`src/rtl/vx_fetch_sched.sv`:
```
// Per-warp fetch scheduler: round-robin pick of one eligible warp into a single held request register.
// Define FETCH_SCHED_CREDIT_EN to add per-warp ibuffer credit counters that gate eligibility.
module vx_fetch_sched #(
  parameter int                 NUM_WARPS   = 4,
  parameter int                 NUM_THREADS = 4,
  parameter int                 PC_BITS     = 31,
  parameter int                 UUID_WIDTH  = 16,
  parameter int                 IBUF_SIZE   = 4,
  parameter logic [PC_BITS-1:0] STARTUP_PC  = PC_BITS'('h4000_0000),
  parameter int                 NW_WIDTH    = $clog2(NUM_WARPS)
) (
  input  logic                   clk,
  input  logic                   reset,
  input  logic [NUM_WARPS-1:0]   warp_active,
  input  logic [NUM_WARPS-1:0]   warp_stall,
  input  logic                   pc_load_valid,
  input  logic [NW_WIDTH-1:0]    pc_load_wid,
  input  logic [PC_BITS-1:0]     pc_load_PC,
  input  logic [NUM_THREADS-1:0] pc_load_tmask,
  input  logic [NUM_WARPS-1:0]   ibuf_pop,
  output logic                   sched_valid,
  input  logic                   sched_ready,
  output logic [NW_WIDTH-1:0]    sched_wid,
  output logic [PC_BITS-1:0]     sched_PC,
  output logic [NUM_THREADS-1:0] sched_tmask,
  output logic [UUID_WIDTH-1:0]  sched_uuid,
  output logic                   busy
);

  logic [PC_BITS-1:0]     pc_tbl    [NUM_WARPS];
  logic [NUM_THREADS-1:0] tmask_tbl [NUM_WARPS];
  logic [NW_WIDTH-1:0]    rr_ptr;
  logic [UUID_WIDTH-1:0]  uuid_cnt;
  logic [NUM_WARPS-1:0]   credit_ok;
  logic [NUM_WARPS-1:0]   eligible;
  logic [NW_WIDTH-1:0]    winner;
  logic [NW_WIDTH-1:0]    idx;
  logic                   found;
  logic                   fire;
  logic                   load;
  logic                   flush;

  assign fire  = sched_valid & sched_ready;
  // A redirect to the warp whose request is stuck in the output register kills that request.
  assign flush = sched_valid & ~sched_ready & pc_load_valid & (pc_load_wid == sched_wid);
  assign load  = found & (~sched_valid | fire);

  always_comb begin
    for (int w = 0; w < NUM_WARPS; w++) begin
      eligible[w] = warp_active[w] & ~warp_stall[w] & credit_ok[w]
                  & ~(sched_valid & (sched_wid == NW_WIDTH'(w)));
    end
  end

  // Search order rr_ptr+1 .. rr_ptr (wrapping); walking it backwards lets the nearest hit win.
  always_comb begin
    // NOTE: every always_comb output gets a default first so no path leaves it unassigned (no latch).
    found  = 1'b0;
    winner = '0;
    idx    = '0;
    for (int i = NUM_WARPS; i >= 1; i--) begin
      idx = rr_ptr + NW_WIDTH'(i);
      if (eligible[idx]) begin
        found  = 1'b1;
        winner = idx;
      end
    end
  end

  // NOTE: the PC/tmask table is a small register array with a defined startup value, so it is reset.
  always_ff @(posedge clk or negedge reset) begin
    if (!reset) begin
      for (int w = 0; w < NUM_WARPS; w++) begin
        pc_tbl[w]    <= STARTUP_PC;
        tmask_tbl[w] <= '1;
      end
    end else begin
      for (int w = 0; w < NUM_WARPS; w++) begin
        if (pc_load_valid && pc_load_wid == NW_WIDTH'(w)) begin
          pc_tbl[w]    <= pc_load_PC;
          tmask_tbl[w] <= pc_load_tmask;
        end else if (fire && sched_wid == NW_WIDTH'(w)) begin
          pc_tbl[w] <= sched_PC + PC_BITS'(2);
        end
      end
    end
  end

  // NOTE: sequential state uses non-blocking assignments so every register samples pre-edge values.
  always_ff @(posedge clk or negedge reset) begin
    if (!reset) begin
      sched_valid <= 1'b0;
      sched_wid   <= '0;
      sched_PC    <= STARTUP_PC;
      sched_tmask <= '1;
      sched_uuid  <= '0;
      uuid_cnt    <= '0;
      rr_ptr      <= NW_WIDTH'(NUM_WARPS - 1);
    end else if (load) begin
      sched_valid <= 1'b1;
      sched_wid   <= winner;
      sched_PC    <= pc_tbl[winner];
      sched_tmask <= tmask_tbl[winner];
      sched_uuid  <= uuid_cnt;
      uuid_cnt    <= uuid_cnt + UUID_WIDTH'(1);
      rr_ptr      <= winner;
    end else if (fire || flush) begin
      sched_valid <= 1'b0;
    end
  end

`ifdef FETCH_SCHED_CREDIT_EN
  localparam int CW = $clog2(IBUF_SIZE + 1);

  logic [CW-1:0]        credit     [NUM_WARPS];
  logic [CW-1:0]        credit_nxt [NUM_WARPS];
  logic [NUM_WARPS-1:0] credit_nz;

  always_comb begin
    for (int w = 0; w < NUM_WARPS; w++) begin
      credit_ok[w]  = credit[w] < CW'(IBUF_SIZE);
      credit_nz[w]  = credit[w] != '0;
      credit_nxt[w] = credit[w];
      if (load && winner == NW_WIDTH'(w))
        credit_nxt[w] = credit_nxt[w] + CW'(1);
      if (flush && sched_wid == NW_WIDTH'(w))
        credit_nxt[w] = credit_nxt[w] - CW'(1);
      // A pop against an empty counter is ignored rather than wrapping.
      if (ibuf_pop[w] && credit[w] != '0 && credit_nxt[w] != '0)
        credit_nxt[w] = credit_nxt[w] - CW'(1);
    end
  end

  always_ff @(posedge clk or negedge reset) begin
    if (!reset) begin
      for (int w = 0; w < NUM_WARPS; w++) credit[w] <= '0;
    end else begin
      for (int w = 0; w < NUM_WARPS; w++) credit[w] <= credit_nxt[w];
    end
  end

  assign busy = sched_valid | (|credit_nz);

`ifndef SYNTHESIS
  for (genvar w = 0; w < NUM_WARPS; w++) begin : g_pop_chk
    pop_at_zero: assert property (@(posedge clk) disable iff (!reset)
      !(ibuf_pop[w] && credit[w] == '0));
  end
`endif
`else
  logic unused_pop;
  assign unused_pop = ^ibuf_pop;
  assign credit_ok  = '1;
  assign busy       = sched_valid;
`endif

endmodule
```
`config.mk`:
```
export PLATFORM = sky130hd
export DESIGN_NAME = vx_fetch_sched
export DESIGN_NICKNAME = d
export VERILOG_FILES = /design/src/rtl/vx_fetch_sched.sv
export SDC_FILE = /design/constraint.sdc
export NUM_CORES = 1
export LEC_CHECK = 0
export ABC_AREA = 1
export BUFFER_PORTS_ARGS = -buffer_cell sky130_fd_sc_hd__buf_2
export CORE_MARGIN = 5
export CORE_UTILIZATION = 64
export DETAILED_ROUTE_END_ITERATION = 10
export PLACE_DENSITY_LB_ADDON = 0.2
export SLEW_MARGIN = 30
export SYNTH_ARGS = -nofsm -noshare
export SYNTH_HDL_FRONTEND = slang
export SYNTH_SLANG_ARGS = --single-unit
```
`constraint.sdc`:
```
create_clock -name clk -period 4.3 [get_ports clk]
set_clock_uncertainty 0.2 [all_clocks]
set_input_delay 1.075 -clock clk [delete_from_list [all_inputs] [get_ports clk]]
set_output_delay 1.075 -clock clk [all_outputs]
set_load 0.02 [all_outputs]
```
==> reports/metrics.cfg, run 1 <==
[worst_setup_path]
worstPathMaxFanout = 71
crit_arrival_ps = 3200
r2r_cells = 13
cp.required_ps = 4500
crit_top_cell = nand2_1
path_class = input port to register
critPathMaxStageDelay_ps = 650
r2r-end = sched_PC[18]$_DFFE_PN0P_
worstReg2RegStart = rr_ptr[0]$_DFFE_PN1P_
critPathBufInv = 3
crit_chain = buf_2, nor2_1, nand3_1, nand2_1, nand2_1, nand2_1, inv_2, nand2_2, nand2_1, nand2_4, buf_4, nand3_1, nand3_1, nand2_1, nand2_1, nand2_1
worstSetupEndpointType = register
crit_path_start_kind = input port
r2r_setup_slack_ps = 1390
critPathTopFamily = simple AND/OR/NAND/NOR gates
slowest_stage = buf_4

[worst_hold_path]
min_path_cells = 2
hold_class = register to register
min_from = sched_tmask[2]$_DFFE_PN1P_
hold_end = sched_tmask[2]$_DFFE_PN1P_

[timing]
setup_ws_ps = 1300
slew_viol_final = 0
worst_slew_pin_slew_ps = 871
max_freq_mhz = 334
rsz0062_at_grt = false
setup_tns_ps = 0
max-slew-margin-rel_pct = 41.9
hold_viol_final = 0
fin_crit_sh_pct = 69.7
setup_viol = 0
post-route-min-period_ps = 3000

[clock_tree]
clk_pin_slew_ps = 60
cts_tree = built
cts_num_sinks = 212
post_cts_resized = 0
cts.path.max_buffers = 3
clk_latency_ps = 510
cts_max_level = 1
cts_hold_buf = 0
cts_setup_buffers = 0
cts_made_buffers = 23
cts_root_buf = clkbuf_16

[grt]
grt_max_degree = 81
grt_pass1_vias = 10400
track_usage_pct = 32.4
grt_pass1_wl_mm = 52.7
overflow = 0
antenna_found_initial = 1

[floorplan]
ios = 108
core_region_area_um2 = 17200
rows = 48
initial_utilization_pct = 65.1
die-area_um2 = 20300
die_height_um = 142
chipWidth_um = 142

[synthesis]
async_reset_ff_share_pct = 100
yosysTopAreaCell = dfrtp_1
syn-num-nets = 1492
synthTopCellsByArea = dfrtp_1 41%, nand2_1 15%, o221ai_1 7.8%
synth_top_cell_area_share_pct = 41.3
postSynthCellCount = 1437
yosysMostFrequentCell = nand2_1
yosysWarnings = 0
synth-edff-count = 0
ys_seq_area_share_pct = 47.6
ys_seq_elements = 212
synth-main-ff-cell = dfrtp_1
yosysUniqueCellTypes = 32
synth_common_cells = 453 x nand2_1, 223 x inv_1, 185 x dfrtp_1, 164 x nand3_1, 100 x o221ai_1
syn_area_um2 = 11200
syn_area_per_cell_um2 = 7.81

[place]
dp_slack_ps = 848
place_congestion = 0.921
io_buffer_count = 103
hpwl_mm = 19.5

[outcome]
status = finished clean

[pwr]
p_leak_uw = 0.00645
p_per_area_nw_per_um2 = 873
vdd_drop_max_mv = 0.768

[route]
antenna_left = 0
drc = 0
drt_iter0_drc = 963
via_count = 10400
viasPerCell = 5.95
wirelength_mm = 32.1
avgRoutedWirePerCell_um = 18.4
drt-pass1-iter-count = 6

[flow_run]
drv_cap = 0

[finish]
multi_input_area_um2 = 4660
area_delta_synth_final_pct = 13.2
n_antenna_cell = 0
layout-drive-gt1-share_pct = 14.5
fillers = 1321
ff_latch_area_um2 = 5340
utilization_pct = 73.7
nNetsFinal = 1565

layout by cell type, fill, tap and decap left out, drive strengths merged, types with 9 or more instances in the layout:
cell type / netlist / layout
nand2: 459 / 459
inv: 232 / 233
xnor2: 9 / 9
buf: 36 / 129
o211ai: 16 / 16
nor2: 40 / 40
nand4: 13 / 13
o21ai: 44 / 44
clkbuf: 46 / 32
dfrtp: 185 / 185
xor2: 32 / 32
nor3: 12 / 12
dfstp: 27 / 27
nand3: 167 / 167
o221ai: 100 / 100
routing by layer:
layer	GRT usage [%]	wire [um]
met1	43.7	12400
met2	52.1	14900
met3	6.65	3610
met4	12.5	1130
met5	0	11
final cells by class:
type	count	area share, %
Timing Repair Buffer	130	6.02
Clock inverter	9	1.21
Sequential cell	212	42.0
Multi-Input combinational cell	911	36.7
Clock buffer	31	4.93
Tap cell	225	2.22
Inverter	232	6.88
how the worst max path moves through the flow:
| stage | startpoint | end | cells after the start |
|---|---|---|---|
| final | warp_stall[1] | sched_PC[18]$_DFFE_PN0P_ | 16 |
| after global routing | warp_active[1] | sched_PC[18]$_DFFE_PN0P_ | 17 |
| after CTS | warp_stall[1] | sched_PC[18]$_DFFE_PN0P_ | 16 |
| after detailed placement | warp_stall[1] | sched_PC[18]$_DFFE_PN0P_ | 16 |
| after global placement | warp_stall[1] | sched_PC[18]$_DFFE_PN0P_ | 16 |
| after floorplan | warp_active[1] | sched_PC[21]$_DFFE_PN0P_ | 14 |
power breakdown:
group / switching (uW) / leakage (uW) / internal [uW]
Combinational: 3760 / 0.00350 / 1790
Sequential: 557 / 0.00258 / 2930
Clock: 802 / 0.000379 / 1260
Total: 5120 / 0.00645 / 5980
logic make-up (layout without fill, tap and decap cells):
| logic type | Yosys count | in the layout | synth area share (%) |
|---|---|---|---|
| fa+ha+maj | 2 | 2 | 0.223 |
| xor+xnor | 41 | 41 | 3.27 |
| flops | 212 | 212 | 47.6 |
| compound gates | 172 | 172 | 11.6 |
| simple gates | 696 | 696 | 26.5 |
| buf+inv | 314 | 402 | 10.9 |
state kept, by name, indices dropped and copies added, names as in the netlist:
signal and flops:
uuid_cnt 16, busy 1, rr_ptr 2, sched_wid 2, sched_tmask 4, sched_uuid 16, pc_tbl 124, tmask_tbl 16
sched_PC 31
metrics by stage:
step | cell area, um^2 | hold slack (ps) | power, uW | instances
2_1_floorplan | 11200 | 259 | 7400 | 1437
3_3_place_gp | 11900 | 254 | 8730 | 1710
3_5_place_dp | 11900 | 258 | 8910 | 1710
4_1_cts | 12700 | 267 | 11000 | 1750
5_1_grt | 12700 | 292 | 12000 | 1750
6_report | 12700 | 265 | 11100 | 1750
worst min-delay path: cells and delay by family (launching register included):
family | cells | cell delay, ps
flip-flops | 1 | 370
AND/OR/NAND/NOR | 2 | 100
No activity file was read; power rests on OpenSTA's default activity.
==> inputs of run 2 (changes only) <==
- CORE_UTILIZATION: 64 -> 60
- clock period: 4.3 -> 2.9 ns (I/O delays scaled with it)
==> run 2 against run 1 <==
  * Clock power rose by 41%
  * Routed wire length rose by 3.1%
  * Sequential power rose by 47%
  * Global-route usage fell by 1.6 points
  * Hold slack improved by 4.7 ps
  * Register-to-register slack got worse by 1200 ps
  * Via count fell by 0.49%
  * Cell count rose by 1.7%
  * Critical path depth fell by 4
  * Design area rose by 1.3%
  * Combinational power rose by 54%
  * Total power rose by 50%
==> reports/metrics.cfg, run 2 (synthesized netlist as in run 1, its figures left out) <==
[timing]
max-slew-margin-rel_pct = 63.0  ; was 41.9%
max_freq_mhz = 375
slew_viol_final = 0  ; unchanged
setup_ws_ps = 234  ; was 1300 ps
fin_crit_sh_pct = 91.9
post-route-min-period_ps = 2670
worst_slew_pin_slew_ps = 554  ; was 871 ps
rsz0062_at_grt = false  ; unchanged
hold_viol_final = 0  ; unchanged
setup_viol = 0  ; unchanged
setup_tns_ps = 0  ; unchanged

[pwr]
swShare_pct = 46.1  ; about the same
power.share.clock_pct = 17.5  ; was 18.6%
internal_power_uw = 8940  ; was 5980 uW
p_leak_uw = 0.00655  ; was 0.00645 uW
switchingPower_uw = 7660  ; was 5120 uW
p_per_area_nw_per_um2 = 1290  ; was 873 nW/um^2
seq_power_share_pct = 30.9  ; was 31.4%
p_comb_share_pct = 51.5  ; was 50.0%
vdd_drop_max_mv = 1.02  ; was 0.768 mV

[finish]
final_cell_mix = 452 x nand2_1, 222 x inv_1, 185 x dfrtp_1, 164 x nand3_1, 102 x buf_2  ; was 452 x nand2_1, 223 x inv_1, 185 x dfrtp_1, 164 x nand3_1, 102 x buf_2
n_antenna_cell = 0  ; unchanged
nNetsFinal = 1585  ; was 1565
largest_reg_flops = 124  ; unchanged
fin_cells = 1780  ; was 1750
area_delta_synth_final_pct = 14.7  ; was 13.2%
final_common_cell = nand2_1  ; unchanged
fillers = 1534  ; was 1321
stdcell_area_um2 = 12900  ; was 12700 um^2
regMostFlops = pc_tbl  ; unchanged
reg.largest.list = pc_tbl (124), sched_PC (31)  ; unchanged
layout-drive-gt1-share_pct = 15.5  ; was 14.5%

[worst_setup_path]
worstSetupEndpointType = register  ; unchanged
worstPathMaxFanout = 4  ; was 71
crit_chain = ha_1, nand2_1, nor2_2, nand3_2, nor2_2, nand4_1, nor2_2, nand3_2, nor2_2, xor2_1, nand2_1, nand2_1  ; was buf_2, nor2_1, nand3_1, nand2_1, nand2_1, nand2_1, inv_2, nand2_2, nand2_1, nand2_4, buf_4, nand3_1, nand3_1, nand2_1, nand2_1, nand2_1
crit_path_start_kind = register  ; was input port
path_class = register to register  ; was input port to register
cp.required_ps = 3150  ; was 4500 ps
crit_top_cell = nor2_2  ; was nand2_1
crit_arrival_ps = 2920  ; was 3200 ps
slowest_stage = dfrtp_1  ; was buf_4
critPathMaxStageDelay_ps = 400  ; was 650 ps
critPathTopFamily = simple AND/OR/NAND/NOR gates  ; unchanged
critPathBufInv = 0  ; was 3

[floorplan]
core_region_area_um2 = 18600  ; was 17200 um^2
rows = 50  ; was 48
ios = 108  ; unchanged
initial_utilization_pct = 60.4  ; was 65.1%
die-area_um2 = 21500  ; was 20300 um^2
chipWidth_um = 147  ; was 142 um
die_height_um = 147  ; was 142 um

[grt]
grt_max_degree = 56  ; was 81
track_usage_pct = 30.9  ; was 32.4%
overflow = 0  ; unchanged
antenna_found_initial = 1  ; unchanged
grt_pass1_wl_mm = 54.0  ; was 52.7 mm
grt_pass1_vias = 10500  ; was 10400

[clock_tree]
cts_tree = built  ; unchanged
cts_hold_buf = 1  ; was 0
cts_made_buffers = 23  ; unchanged
post_cts_resized = 0  ; unchanged
cts_max_level = 1  ; unchanged
cts_num_sinks = 212  ; unchanged
cts_root_buf = clkbuf_16  ; unchanged
clk_pin_slew_ps = 60  ; about the same
clk_latency_ps = 510  ; about the same
cts_setup_buffers = 0  ; unchanged
cts.path.max_buffers = 3  ; unchanged

[place]
dp_slack_ps = 252  ; was 848 ps
dpl-instance-area_um2 = 12100  ; was 11900 um^2
hpwl_mm = 20.8  ; was 19.5 mm
dp_cells = 1738  ; was 1710
place_congestion = 0.867  ; was 0.921
io_buffer_count = 103  ; unchanged

[route]
drt-pass1-iter-count = 5  ; was 6
drt-met1-wl_mm = 13.7  ; was 12.4 mm
antenna_left = 0  ; unchanged
wirelength_mm = 33.1  ; was 32.1 mm
drt_iter0_drc = 936  ; was 963
via_count = 10400  ; about the same
wl_met2_mm = 15.3  ; was 14.9 mm
routed.top_layer = met5  ; unchanged
drc = 0  ; unchanged
viasPerCell = 5.82  ; was 5.95
avgRoutedWirePerCell_um = 18.6  ; was 18.4 um
route.met3.wl_mm = 3.03  ; was 3.61 mm

[flow_run]
drv_cap = 0  ; unchanged

[worst_hold_path]
hold_class = register to register  ; unchanged

[outcome]
status = finished clean  ; unchanged

## run 2: layout make-up
cell class	instances	area (um^2)	share of cell area, %
clock buffers	41	743	5.78
inverters	232	873	6.79
multi-input cells	911	4660	36.3
flip-flops and latches	212	5340	41.5
well taps	234	293	2.28
repair buffers	150	955	7.42
## run 2: routing by layer
metal | vias to the layer above | track usage [%]
li1 | 4837 | -
met1 | 4949 | 42.7
met2 | 463 | 49.4
met3 | 104 | 5.61
met4 | 2 | 10.6
met5 | - | 0
## run 2: power groups by stage
stage	combinational (uW)	sequential [uW]	clock [uW]
2_1_floorplan	5610	5370	0
3_3_place_gp	8170	5100	0
3_5_place_dp	8390	5140	0
4_1_cts	8460	5110	2920
5_1_grt	9550	5260	3070
6_report	8560	5130	2910
## run 2: per-stage QoR
stage	hold slack (ps)	power (uW)	utilization (%)
floorplan	229	11000	-
global placement	259	13300	65.2
detailed placement	259	13500	65.2
CTS	269	16500	69.3
global route	274	17900	69.3
finish	269	16600	69.3
## run 2: path summary, 6_finish.rpt
path | from | endpoint | cells after the start | slack [ps]
max in group asynchronous | reset | pc_tbl[76]$_DFFE_PN0P_ | 3 | 1140
hold reg to reg | sched_tmask[0]$_DFFE_PN1P_ | sched_tmask[0]$_DFFE_PN1P_ | 2 | 270
setup / recovery | sched_PC[2]$_DFFE_PN0P_ | pc_tbl[116]$_DFFE_PN0P_ | 12 | 230
hold / removal | sched_tmask[0]$_DFFE_PN1P_ | sched_tmask[0]$_DFFE_PN1P_ | 2 | 270
setup reg to reg | sched_PC[2]$_DFFE_PN0P_ | pc_tbl[116]$_DFFE_PN0P_ | 12 | 230
min in group asynchronous | reset | sched_PC[11]$_DFFE_PN0P_ | 2 | 540
## run 2: tightest hold or removal path: stages, from the launching register on
cell and delay (ps):
dfstp_2 360, nand2_1 50, nand2_1 50
